==> src/rtl/axi_bridge_pkg.sv <==
// axi_bridge_pkg: fixed AXI3 field encodings and FSM states
// shared by the core's AXI master bridge.
package axi_bridge_pkg;

   localparam logic [1:0] AXI_BURST_INCR = 2'b01;
   localparam logic [1:0] AXI_LOCK_NORM  = 2'b00;
   localparam logic [3:0] AXI_CACHE_NONE = 4'h0;
   localparam logic [2:0] AXI_PROT_NONE  = 3'h0;
   localparam logic [3:0] AXI_WR_ID      = 4'hF;
   localparam logic [1:0] AXI_RESP_OKAY  = 2'b00;

   typedef enum logic {
      AR_IDLE,
      AR_SEND
   } ar_state_t;

   typedef enum logic [1:0] {
      W_IDLE,
      W_AW,
      W_DATA,
      W_RESP
   } w_state_t;

endpackage

==> src/rtl/rr_arbiter.sv <==
// rr_arbiter: combinational round-robin pick, first request
// at or after last+1 (mod N) wins.
module rr_arbiter
   import axi_bridge_pkg::*;
#(
   parameter int N  = 2,
   parameter int LW = (N > 1) ? $clog2(N) : 1
) (
   input  logic [N-1:0]  req,
   input  logic [LW-1:0] last,
   output logic [N-1:0]  gnt
);

   // Walk distances from far to near so the nearest winner overwrites.
   always_comb begin
      gnt = '0;
      for (int k = N; k >= 1; k--) begin
         for (int i = 0; i < N; i++) begin
            if (i == (int'(last) + k) % N && req[i]) begin
               gnt    = '0;
               gnt[i] = 1'b1;
            end
         end
      end
   end

endmodule

==> src/rtl/axi_multi_bridge.sv <==
// axi_multi_bridge: AXI3 master for NRD read clients (ARID =
// client index) and one burst write client.
module axi_multi_bridge
   import axi_bridge_pkg::*;
#(
   parameter int NRD    = 2,
   parameter int MAXLEN = 16
) (
   input  logic              clock,
   input  logic              reset,
   input  logic [NRD-1:0]    rd_req,
   input  logic [NRD*32-1:0] rd_addr,
   input  logic [NRD*8-1:0]  rd_len,
   input  logic [NRD*3-1:0]  rd_size,
   output logic [NRD-1:0]    rd_gnt,
   output logic [NRD-1:0]    rd_valid,
   output logic              rd_last,
   output logic              rd_err,
   output logic [31:0]       rd_data,
   input  logic              wr_req,
   input  logic [31:0]       wr_addr,
   input  logic [7:0]        wr_len,
   input  logic [2:0]        wr_size,
   output logic              wr_gnt,
   input  logic [31:0]       wr_data,
   input  logic [3:0]        wr_strb,
   input  logic              wr_data_valid,
   output logic              wr_data_ready,
   output logic              wr_done,
   output logic              wr_err,
   output logic [3:0]        arid,
   output logic [31:0]       araddr,
   output logic [7:0]        arlen,
   output logic [2:0]        arsize,
   output logic [1:0]        arburst,
   output logic [1:0]        arlock,
   output logic [3:0]        arcache,
   output logic [2:0]        arprot,
   output logic              arvalid,
   input  logic              arready,
   input  logic [3:0]        rid,
   input  logic [31:0]       rdata,
   input  logic [1:0]        rresp,
   input  logic              rlast,
   input  logic              rvalid,
   output logic              rready,
   output logic [3:0]        awid,
   output logic [31:0]       awaddr,
   output logic [7:0]        awlen,
   output logic [2:0]        awsize,
   output logic [1:0]        awburst,
   output logic [1:0]        awlock,
   output logic [3:0]        awcache,
   output logic [2:0]        awprot,
   output logic              awvalid,
   input  logic              awready,
   output logic [3:0]        wid,
   output logic [31:0]       wdata,
   output logic [3:0]        wstrb,
   output logic              wlast,
   output logic              wvalid,
   input  logic              wready,
   input  logic [3:0]        bid,
   input  logic [1:0]        bresp,
   input  logic              bvalid,
   output logic              bready
);

   localparam int LW = (NRD > 1) ? $clog2(NRD) : 1;
   localparam int CW = (MAXLEN > 1) ? $clog2(MAXLEN) : 1;

   ar_state_t ar_state, ar_next;
   w_state_t  w_state, w_next;

   logic [NRD-1:0] busy, busy_nxt, elig, arb_gnt;
   logic [LW-1:0]  last, sel, gnt_idx;
   logic [31:0]    ar_addr_q, pick_addr;
   logic [7:0]     ar_len_q, pick_len;
   logic [2:0]     ar_size_q, pick_size;

   logic [31:0]    w_addr_q;
   logic [7:0]     w_len_q;
   logic [2:0]     w_size_q;
   logic [CW-1:0]  w_cnt;
   logic           w_active, w_last_c, w_hs;
   logic           unused_bid;

   assign unused_bid = ^bid;
   assign w_active   = (w_state != W_IDLE);

   // A read hitting the in-flight write's 16-byte line waits for it.
   always_comb begin
      elig = '0;
      for (int i = 0; i < NRD; i++) begin
         elig[i] = rd_req[i] & ~busy[i]
                 & ~(w_active && rd_addr[32*i+4 +: 28] == w_addr_q[31:4]);
      end
   end

   rr_arbiter #(.N(NRD), .LW(LW)) u_arb (
      .req  (elig),
      .last (last),
      .gnt  (arb_gnt)
   );

   always_comb begin
      gnt_idx   = '0;
      pick_addr = '0;
      pick_len  = '0;
      pick_size = '0;
      for (int i = 0; i < NRD; i++) begin
         if (arb_gnt[i]) begin
            gnt_idx   = LW'(i);
            pick_addr = rd_addr[32*i +: 32];
            pick_len  = rd_len[8*i +: 8];
            pick_size = rd_size[3*i +: 3];
         end
      end
   end

   always_ff @(posedge clock) begin
      if (reset) ar_state <= AR_IDLE;
      else       ar_state <= ar_next;
   end

   always_comb begin
      ar_next = ar_state;
      unique case (ar_state)
         AR_IDLE: if (|arb_gnt) ar_next = AR_SEND;
         AR_SEND: if (arready)  ar_next = AR_IDLE;
         default: ar_next = AR_IDLE;
      endcase
   end

   always_comb begin
      rd_gnt  = '0;
      arvalid = 1'b0;
      unique case (ar_state)
         AR_IDLE: rd_gnt  = reset ? '0 : arb_gnt;
         AR_SEND: arvalid = 1'b1;
         default: ;
      endcase
   end

   // Last beat clears before a new issue sets, so same-cycle reuse is safe.
   always_comb begin
      busy_nxt = busy;
      for (int i = 0; i < NRD; i++) begin
         if (rvalid && rlast && rid == 4'(i))
            busy_nxt[i] = 1'b0;
         if (ar_state == AR_SEND && arready && sel == LW'(i))
            busy_nxt[i] = 1'b1;
      end
   end

   always_ff @(posedge clock) begin
      if (reset) begin
         busy      <= '0;
         last      <= LW'(NRD-1);
         sel       <= '0;
         ar_addr_q <= '0;
         ar_len_q  <= '0;
         ar_size_q <= '0;
      end else begin
         busy <= busy_nxt;
         if (ar_state == AR_IDLE && |arb_gnt) begin
            sel       <= gnt_idx;
            ar_addr_q <= pick_addr;
            ar_len_q  <= pick_len;
            ar_size_q <= pick_size;
         end
         if (ar_state == AR_SEND && arready)
            last <= sel;
      end
   end

   assign arid    = 4'(sel);
   assign araddr  = ar_addr_q;
   assign arlen   = ar_len_q;
   assign arsize  = ar_size_q;
   assign arburst = AXI_BURST_INCR;
   assign arlock  = AXI_LOCK_NORM;
   assign arcache = AXI_CACHE_NONE;
   assign arprot  = AXI_PROT_NONE;

   assign rready  = 1'b1;
   assign rd_data = rdata;
   assign rd_last = rlast;
   assign rd_err  = (rresp != AXI_RESP_OKAY);

   always_comb begin
      rd_valid = '0;
      for (int i = 0; i < NRD; i++)
         rd_valid[i] = rvalid && rid == 4'(i);
   end

   assign w_last_c = (8'(w_cnt) == w_len_q);
   assign w_hs     = (w_state == W_DATA) && wr_data_valid && wready;

   always_ff @(posedge clock) begin
      if (reset) w_state <= W_IDLE;
      else       w_state <= w_next;
   end

   always_comb begin
      w_next = w_state;
      unique case (w_state)
         W_IDLE: if (wr_req)             w_next = W_AW;
         W_AW:   if (awready)            w_next = W_DATA;
         W_DATA: if (w_hs && w_last_c)   w_next = W_RESP;
         W_RESP: if (bvalid)             w_next = W_IDLE;
         default: w_next = W_IDLE;
      endcase
   end

   always_comb begin
      wr_gnt        = 1'b0;
      awvalid       = 1'b0;
      wvalid        = 1'b0;
      wr_data_ready = 1'b0;
      wlast         = 1'b0;
      bready        = 1'b0;
      wr_done       = 1'b0;
      wr_err        = 1'b0;
      unique case (w_state)
         W_IDLE: wr_gnt = wr_req & ~reset;
         W_AW:   awvalid = 1'b1;
         W_DATA: begin
            wvalid        = wr_data_valid;
            wr_data_ready = wready;
            wlast         = w_last_c;
         end
         W_RESP: begin
            bready  = 1'b1;
            wr_done = bvalid;
            wr_err  = bvalid && (bresp != AXI_RESP_OKAY);
         end
         default: ;
      endcase
   end

   always_ff @(posedge clock) begin
      if (reset) begin
         w_addr_q <= '0;
         w_len_q  <= '0;
         w_size_q <= '0;
         w_cnt    <= '0;
      end else begin
         if (w_state == W_IDLE && wr_req) begin
            w_addr_q <= wr_addr;
            w_len_q  <= wr_len;
            w_size_q <= wr_size;
            w_cnt    <= '0;
         end else if (w_hs) begin
            w_cnt <= w_cnt + 1'b1;
         end
      end
   end

   assign awid    = AXI_WR_ID;
   assign awaddr  = w_addr_q;
   assign awlen   = w_len_q;
   assign awsize  = w_size_q;
   assign awburst = AXI_BURST_INCR;
   assign awlock  = AXI_LOCK_NORM;
   assign awcache = AXI_CACHE_NONE;
   assign awprot  = AXI_PROT_NONE;
   assign wid     = AXI_WR_ID;
   assign wdata   = wr_data;
   assign wstrb   = wr_strb;

endmodule

==> config.mk <==
export PLATFORM = sky130hd
export DESIGN_NAME = axi_multi_bridge
export DESIGN_NICKNAME = d
export VERILOG_FILES = /design/src/rtl/axi_bridge_pkg.sv /design/src/rtl/rr_arbiter.sv /design/src/rtl/axi_multi_bridge.sv
export SDC_FILE = /design/constraint.sdc
export NUM_CORES = 1
export LEC_CHECK = 0
export BUFFER_PORTS_ARGS = -buffer_cell sky130_fd_sc_hd__buf_4
export CAP_MARGIN = 0
export CORE_AREA = 10 10 157 159
export DETAILED_ROUTE_END_ITERATION = 6
export DIE_AREA = 0 0 167 169
export PLACE_DENSITY_LB_ADDON = 0.25
export RECOVER_POWER = 100
export SYNTH_ARGS = -nofsm -noshare
export SYNTH_HDL_FRONTEND = slang
export SYNTH_SLANG_ARGS = --single-unit
==> constraint.sdc <==
create_clock -name clock -period 10.27 [get_ports clock]
set_input_delay 3.081 -clock clock [delete_from_list [all_inputs] [get_ports clock]]
set_output_delay 3.081 -clock clock [all_outputs]
set_load 0.02 [all_outputs]
# Word level (Yosys, flattened, before mapping)
# Index checks and enable logic that the tools add are counted.
# word_totals
out_inout_bits,204
elab_cells,109
in_bits,221
regBits,97
# classes
add_sub_neg,3
n_bitwise,14
eq_ne,13
n_reduce_logical,32
muxes,34
# ops
operator,n
$logic_not A32 Y1,2
$mux W32,2
$eq A28 B28 Y1,2
$logic_and A1 B1 Y1,20
$mux W2,9
$mux W1,17
$mux W8,2
$reduce_bool A2 Y1,5
$eq A4 B8 Y1,1
$pmux W2 S4,1
$not A1 Y1,7
$mux W3,2
$ne A2 B2 Y1 const B,3
$and A1 B1 Y1,5
$add A4 B1 Y4 const B,1
$eq A2 B2 Y1 const A,2
$eq A2 B2 Y1 const B,2
$eq A4 B1 Y1 const B,1
$logic_not A4 Y1,1
$reduce_and A4 Y1,1
$reduce_or A2 Y1,2
$add A1 B1 Y1 const B,2
$and A1 B1 Y1 const A,2
$eq A2 B1 Y1 const B,1
other kinds (3),3

# Longest topological paths before layout
# depth
word_depth,12
depth_mapped,8
mapped_depth_nobuf,7

# Hierarchy
# A second synthesis with hierarchy kept.
# hier_totals
hier_cells,698
hier_area_um2,5671.7
# modules_own_cells
mod,area_each_um2,cells_per_inst,seq_area_each_um2,instances
axi_multi_bridge,5652.9,695,1941.9,1
rr_arbiter,18.8,3,0.0,1

# Worst setup path after synthesis
# OpenSTA, ideal clock, no wires.
# synth_path
path_type,input to output
start,input port rd_addr[43]
end,output port rd_gnt[0]
path_stages,7
path_slack_ns,2.499
required_ns,7.189
t_arrival_ns,4.690
n_path_buf,2
path_cell_list,xor2_1 -> a2111o_1 -> a2111oi_4 -> a31o_1 -> buf_4 -> o211a_1 -> buf_2
# synth_via
elab_chain_cells,10
word_cells_on_any_way,11
classes_between,eq/ne: 1; mux: 5; bitwise: 2; reduce/logical: 3
# synth_lines
element,line_no,rtl
from (decl),axi_multi_bridge.sv:12,"input logic [NRD*32-1:0] rd_addr,"
$eq A28 B28 Y1 *,axi_multi_bridge.sv:96,& ~(w_active && rd_addr[32*i+4 +: 28] == w_addr_q[31:4]);
$logic_and A1 B1 Y1 *,axi_multi_bridge.sv:96,
$not A1 Y1 *,axi_multi_bridge.sv:96,
$and A1 B1 Y1 *,axi_multi_bridge.sv:96,
$logic_and A1 B1 Y1,rr_arbiter.sv:19,if (i == (int'(last) + k) % N && req[i]) begin
$mux W2 (2 in series),rr_arbiter.sv:19,
$mux W2 *,rr_arbiter.sv:19,
$mux W2 *,axi_multi_bridge.sv:139,AR_IDLE: rd_gnt = reset ? '0 : arb_gnt;
$mux W2 *,axi_multi_bridge.sv:138,unique case (ar_state)
to (decl),axi_multi_bridge.sv:15,"output logic [NRD-1:0] rd_gnt,"
# Mark *: on every way between the ends. The rest lies on a longest branch, timed or not.

# Worst setup path in the final report
# layout_path
start,input port rd_addr[26]
end,output port rd_gnt[0]
# layout_via
elab_chain_cells,11
word_cells_on_any_way,12
classes_between,eq/ne: 1; mux: 6; bitwise: 2; reduce/logical: 3
# layout_lines
element,line_no
$eq A28 B28 Y1 *,axi_multi_bridge.sv:96
$logic_and A1 B1 Y1 *,axi_multi_bridge.sv:96
$not A1 Y1 *,axi_multi_bridge.sv:96
$and A1 B1 Y1 *,axi_multi_bridge.sv:96
$logic_and A1 B1 Y1,rr_arbiter.sv:19
$mux W1,rr_arbiter.sv:19
$mux W2,rr_arbiter.sv:19
$mux W2 * (2 in series),rr_arbiter.sv:19
$mux W2 *,axi_multi_bridge.sv:139
$mux W2 *,axi_multi_bridge.sv:138
# Marked as above.

==> results.py <==
metrics = {
    "status": {
        "status": "finished with violations",
        "violations": "DRC, capacitance limit, slew limit",
    },
    "floorplan": {
        "dieArea_mm2": 0.0282,
        "die_w_um": 167,
        "initial_core_util_pct": 25.0,
        "core-area_mm2": 0.0216,
        "ios": 425,
        "die_h_um": 169,
        "rows": 54,
    },
    "timing": {
        "slew_headroom_pct": -112,
        "setup_viol": 0,
        "fmax_ghz": 0.114,
        "worst_pin_slew_ns": 3.17,
        "hold_viol_final": 0,
        "fin_worst_skew_ns": 0.0132,
        "rsz0062_at_grt": "false",
        "min_period_ns": 8.75,
        "setup_ws_ns": 1.52,
        "fin_crit_sh_pct": 85.2,
        "slew_viol_final": 77,
        "tns_ns": 0,
    },
    "synthesis": {
        "yosysWarnings": 0,
        "synth_top_area_share_pct": 36.1,
        "synth.avg_cell_area_um2": 9.23,
        "synth_cell_types": 51,
        "synth_edf_count": 0,
        "ys_seq_elements": 97,
        "synthCells": 583,
        "netlist_top_cells_area": "dfxtp_1, buf_4, a22o_1",
        "async_flop_share_pct": 0,
        "syn-cell-area_mm2": 0.00538,
        "ys_seq_area_share_pct": 36.1,
        "ys.flop_type": "dfxtp_1",
        "yosys.area.top_type": "dfxtp_1",
    },
    "drt": {
        "drt-pass1-iter-count": 7,
        "vias_per_cell": 4.66,
        "wl_per_cell_um": 22.5,
        "vias": 4802,
        "drt_iter0_drc": 249,
        "wl_um": 23100,
        "antenna_left": 0,
        "route.detailed.drc": 2,
    },
    "global_routing": {
        "first_global_vias": 5073,
        "grt_max_degree": 45,
        "antenna_found_initial": 1,
        "grt_pass1_wl_um": 33300,
        "grt-ovfl-total": 0,
        "grt_usage_pct": 15.4,
    },
    "placement": {
        "placed_area_mm2": 0.00689,
        "io_buffers": 250,
        "pre_cts_ws_ns": 1.76,
        "gp_congestion": 0.750,
        "hpwl_um": 18000,
    },
    "cts": {
        "cts-root-buf": "clkbuf_16",
        "cts_resized": 0,
        "cts_buffers": 9,
        "cts_tree": "yes",
        "cts.htree.levels": 3,
        "clockBufferDepth": 2,
        "insertion_delay_ns": 0.36,
        "cts_hold_buf": 0,
        "cts.sinks": 97,
        "postCtsSetupBuffers": 0,
        "path_clk_slew_ns": 0.07,
    },
    "setup_path": {
        "startpoint_type": "primary input",
        "crit_fanout": 14,
        "critical_path_class": "primary input to primary output",
        "arrival_ns": 5.66,
        "endpoint_kind": "primary output",
        "cp.required_ns": 7.19,
    },
    "cells_and_area": {
        "drive_above_1_share_pct": 24.3,
        "final_common_cell": "buf_4",
        "final_cell_mix": "buf_4, clkbuf_1, dfxtp_1, nor3_1, a22o_1",
        "layout.nets": 970,
        "final_area_mm2": 0.00677,
        "area_delta_synth_final_pct": 25.7,
    },
    "pwr": {
        "power_density_mw_per_mm2": 191,
        "ir_drop_uv": 71.6,
        "p_leak_nw": 2.72,
    },
    "flow_run": {
        "drv_cap": 2,
    },
    "worst_hold_path": {
        "worstHoldPathType": "register to register",
    },
}
-- per-layer routing --
layer | global-route usage (%) | part of all wire (%) | up-vias
met5 | 0 | 0 | -
met4 | 5.27 | 2.1 | 0
li1 | - | - | 2303
met1 | 18.7 | 42 | 2273
met2 | 25.3 | 49 | 185
met3 | 4.61 | 7.2 | 41
-- where the power goes --
part,internal (W),leakage [nW],switching (W)
sequential,0.000434,0.798,0.0000594
clock,0.000182,0.148,0.000171
combinational,0.000166,1.78,0.000277
-- Yosys cell counts, types with 3 or more instances --
cell type and count:
inv_1 8, a311oi_2 5, buf_2 9, buf_4 106, and2_1 4, o21ai_0 3, a311oi_1 8, a221o_1 31
dfxtp_1 97, nor2_1 9, ha_1 5, nor3_1 46, clkbuf_1 23, o211ai_1 12, nand2b_1 4, nand3_1 17
a21oi_1 7, xor2_1 19, nand4_1 8, xnor2_1 40, nand2_1 40, a22o_1 42, nor4_1 4
-- state kept, by name (all words and copies together) (netlist names) --
signal and cells:
w_cnt 4, w_state 2, awaddr 32, araddr 32, sel 1, awlen 8, ar_state 1, arlen 8
awsize 3, last 1, arsize 3, busy 2
-- worst paths after layout --
kind | startpoint | end | slack (ns) | depth (start not counted)
worst max-delay path | rd_addr[26] | rd_gnt[0] | 1.52 | 7
worst min-delay path | busy[1] | busy[1] | 0.46 | 2
worst min register to register | busy[1] | busy[1] | 0.46 | 2
worst max register to register | w_state[0] | araddr[12] | 5.99 | 7
-- metrics by stage --
stage | util (%) | instances | hold slack (ns) | total power [W]
floorplan | - | 615 | 0.431 | 0.000816
global placement | 32.0 | 1013 | 0.441 | 0.00101
detailed placement | 32.0 | 1013 | 0.451 | 0.00101
CTS | 33.3 | 1029 | 0.462 | 0.00137
global route | 31.4 | 1029 | 0.494 | 0.00136
finish | 31.4 | 1030 | 0.457 | 0.00129
-- critical path, cell delays in order --
cell and delay [ns]:
clkbuf_1 0.10, xnor2_1 0.23, nand4_1 0.13, nor4_1 0.92
a21oi_1 0.65, o211a_1 0.35, clkbuf_1 0.20
-- area by class of cell --
cell class	instances	area (um^2)
antenna	1	2.50
tap	280	350
multi-input combinational	370	2610
fill	2349	14800
timing repair buffer	258	1540
clock inverter	5	43.8
clock buffer	11	253
sequential	97	1940
inverter	8	30.0
-- cell families (layout without fill, tap and decap cells) --
logic type	after synthesis	count (layout)	synth area share (%)
XOR/XNOR	59	59	9.60
AND/OR/NAND/NOR	149	149	14.1
other	2	35	0.140
multiplexers	2	2	0.372
buffers and inverters	148	282	18.1
adder cells (fa/ha/maj)	5	5	1.16
flip-flops	97	97	36.1
AO/OA/AOI/OAI	121	121	20.5
Power figures use the tool's default switching activity.
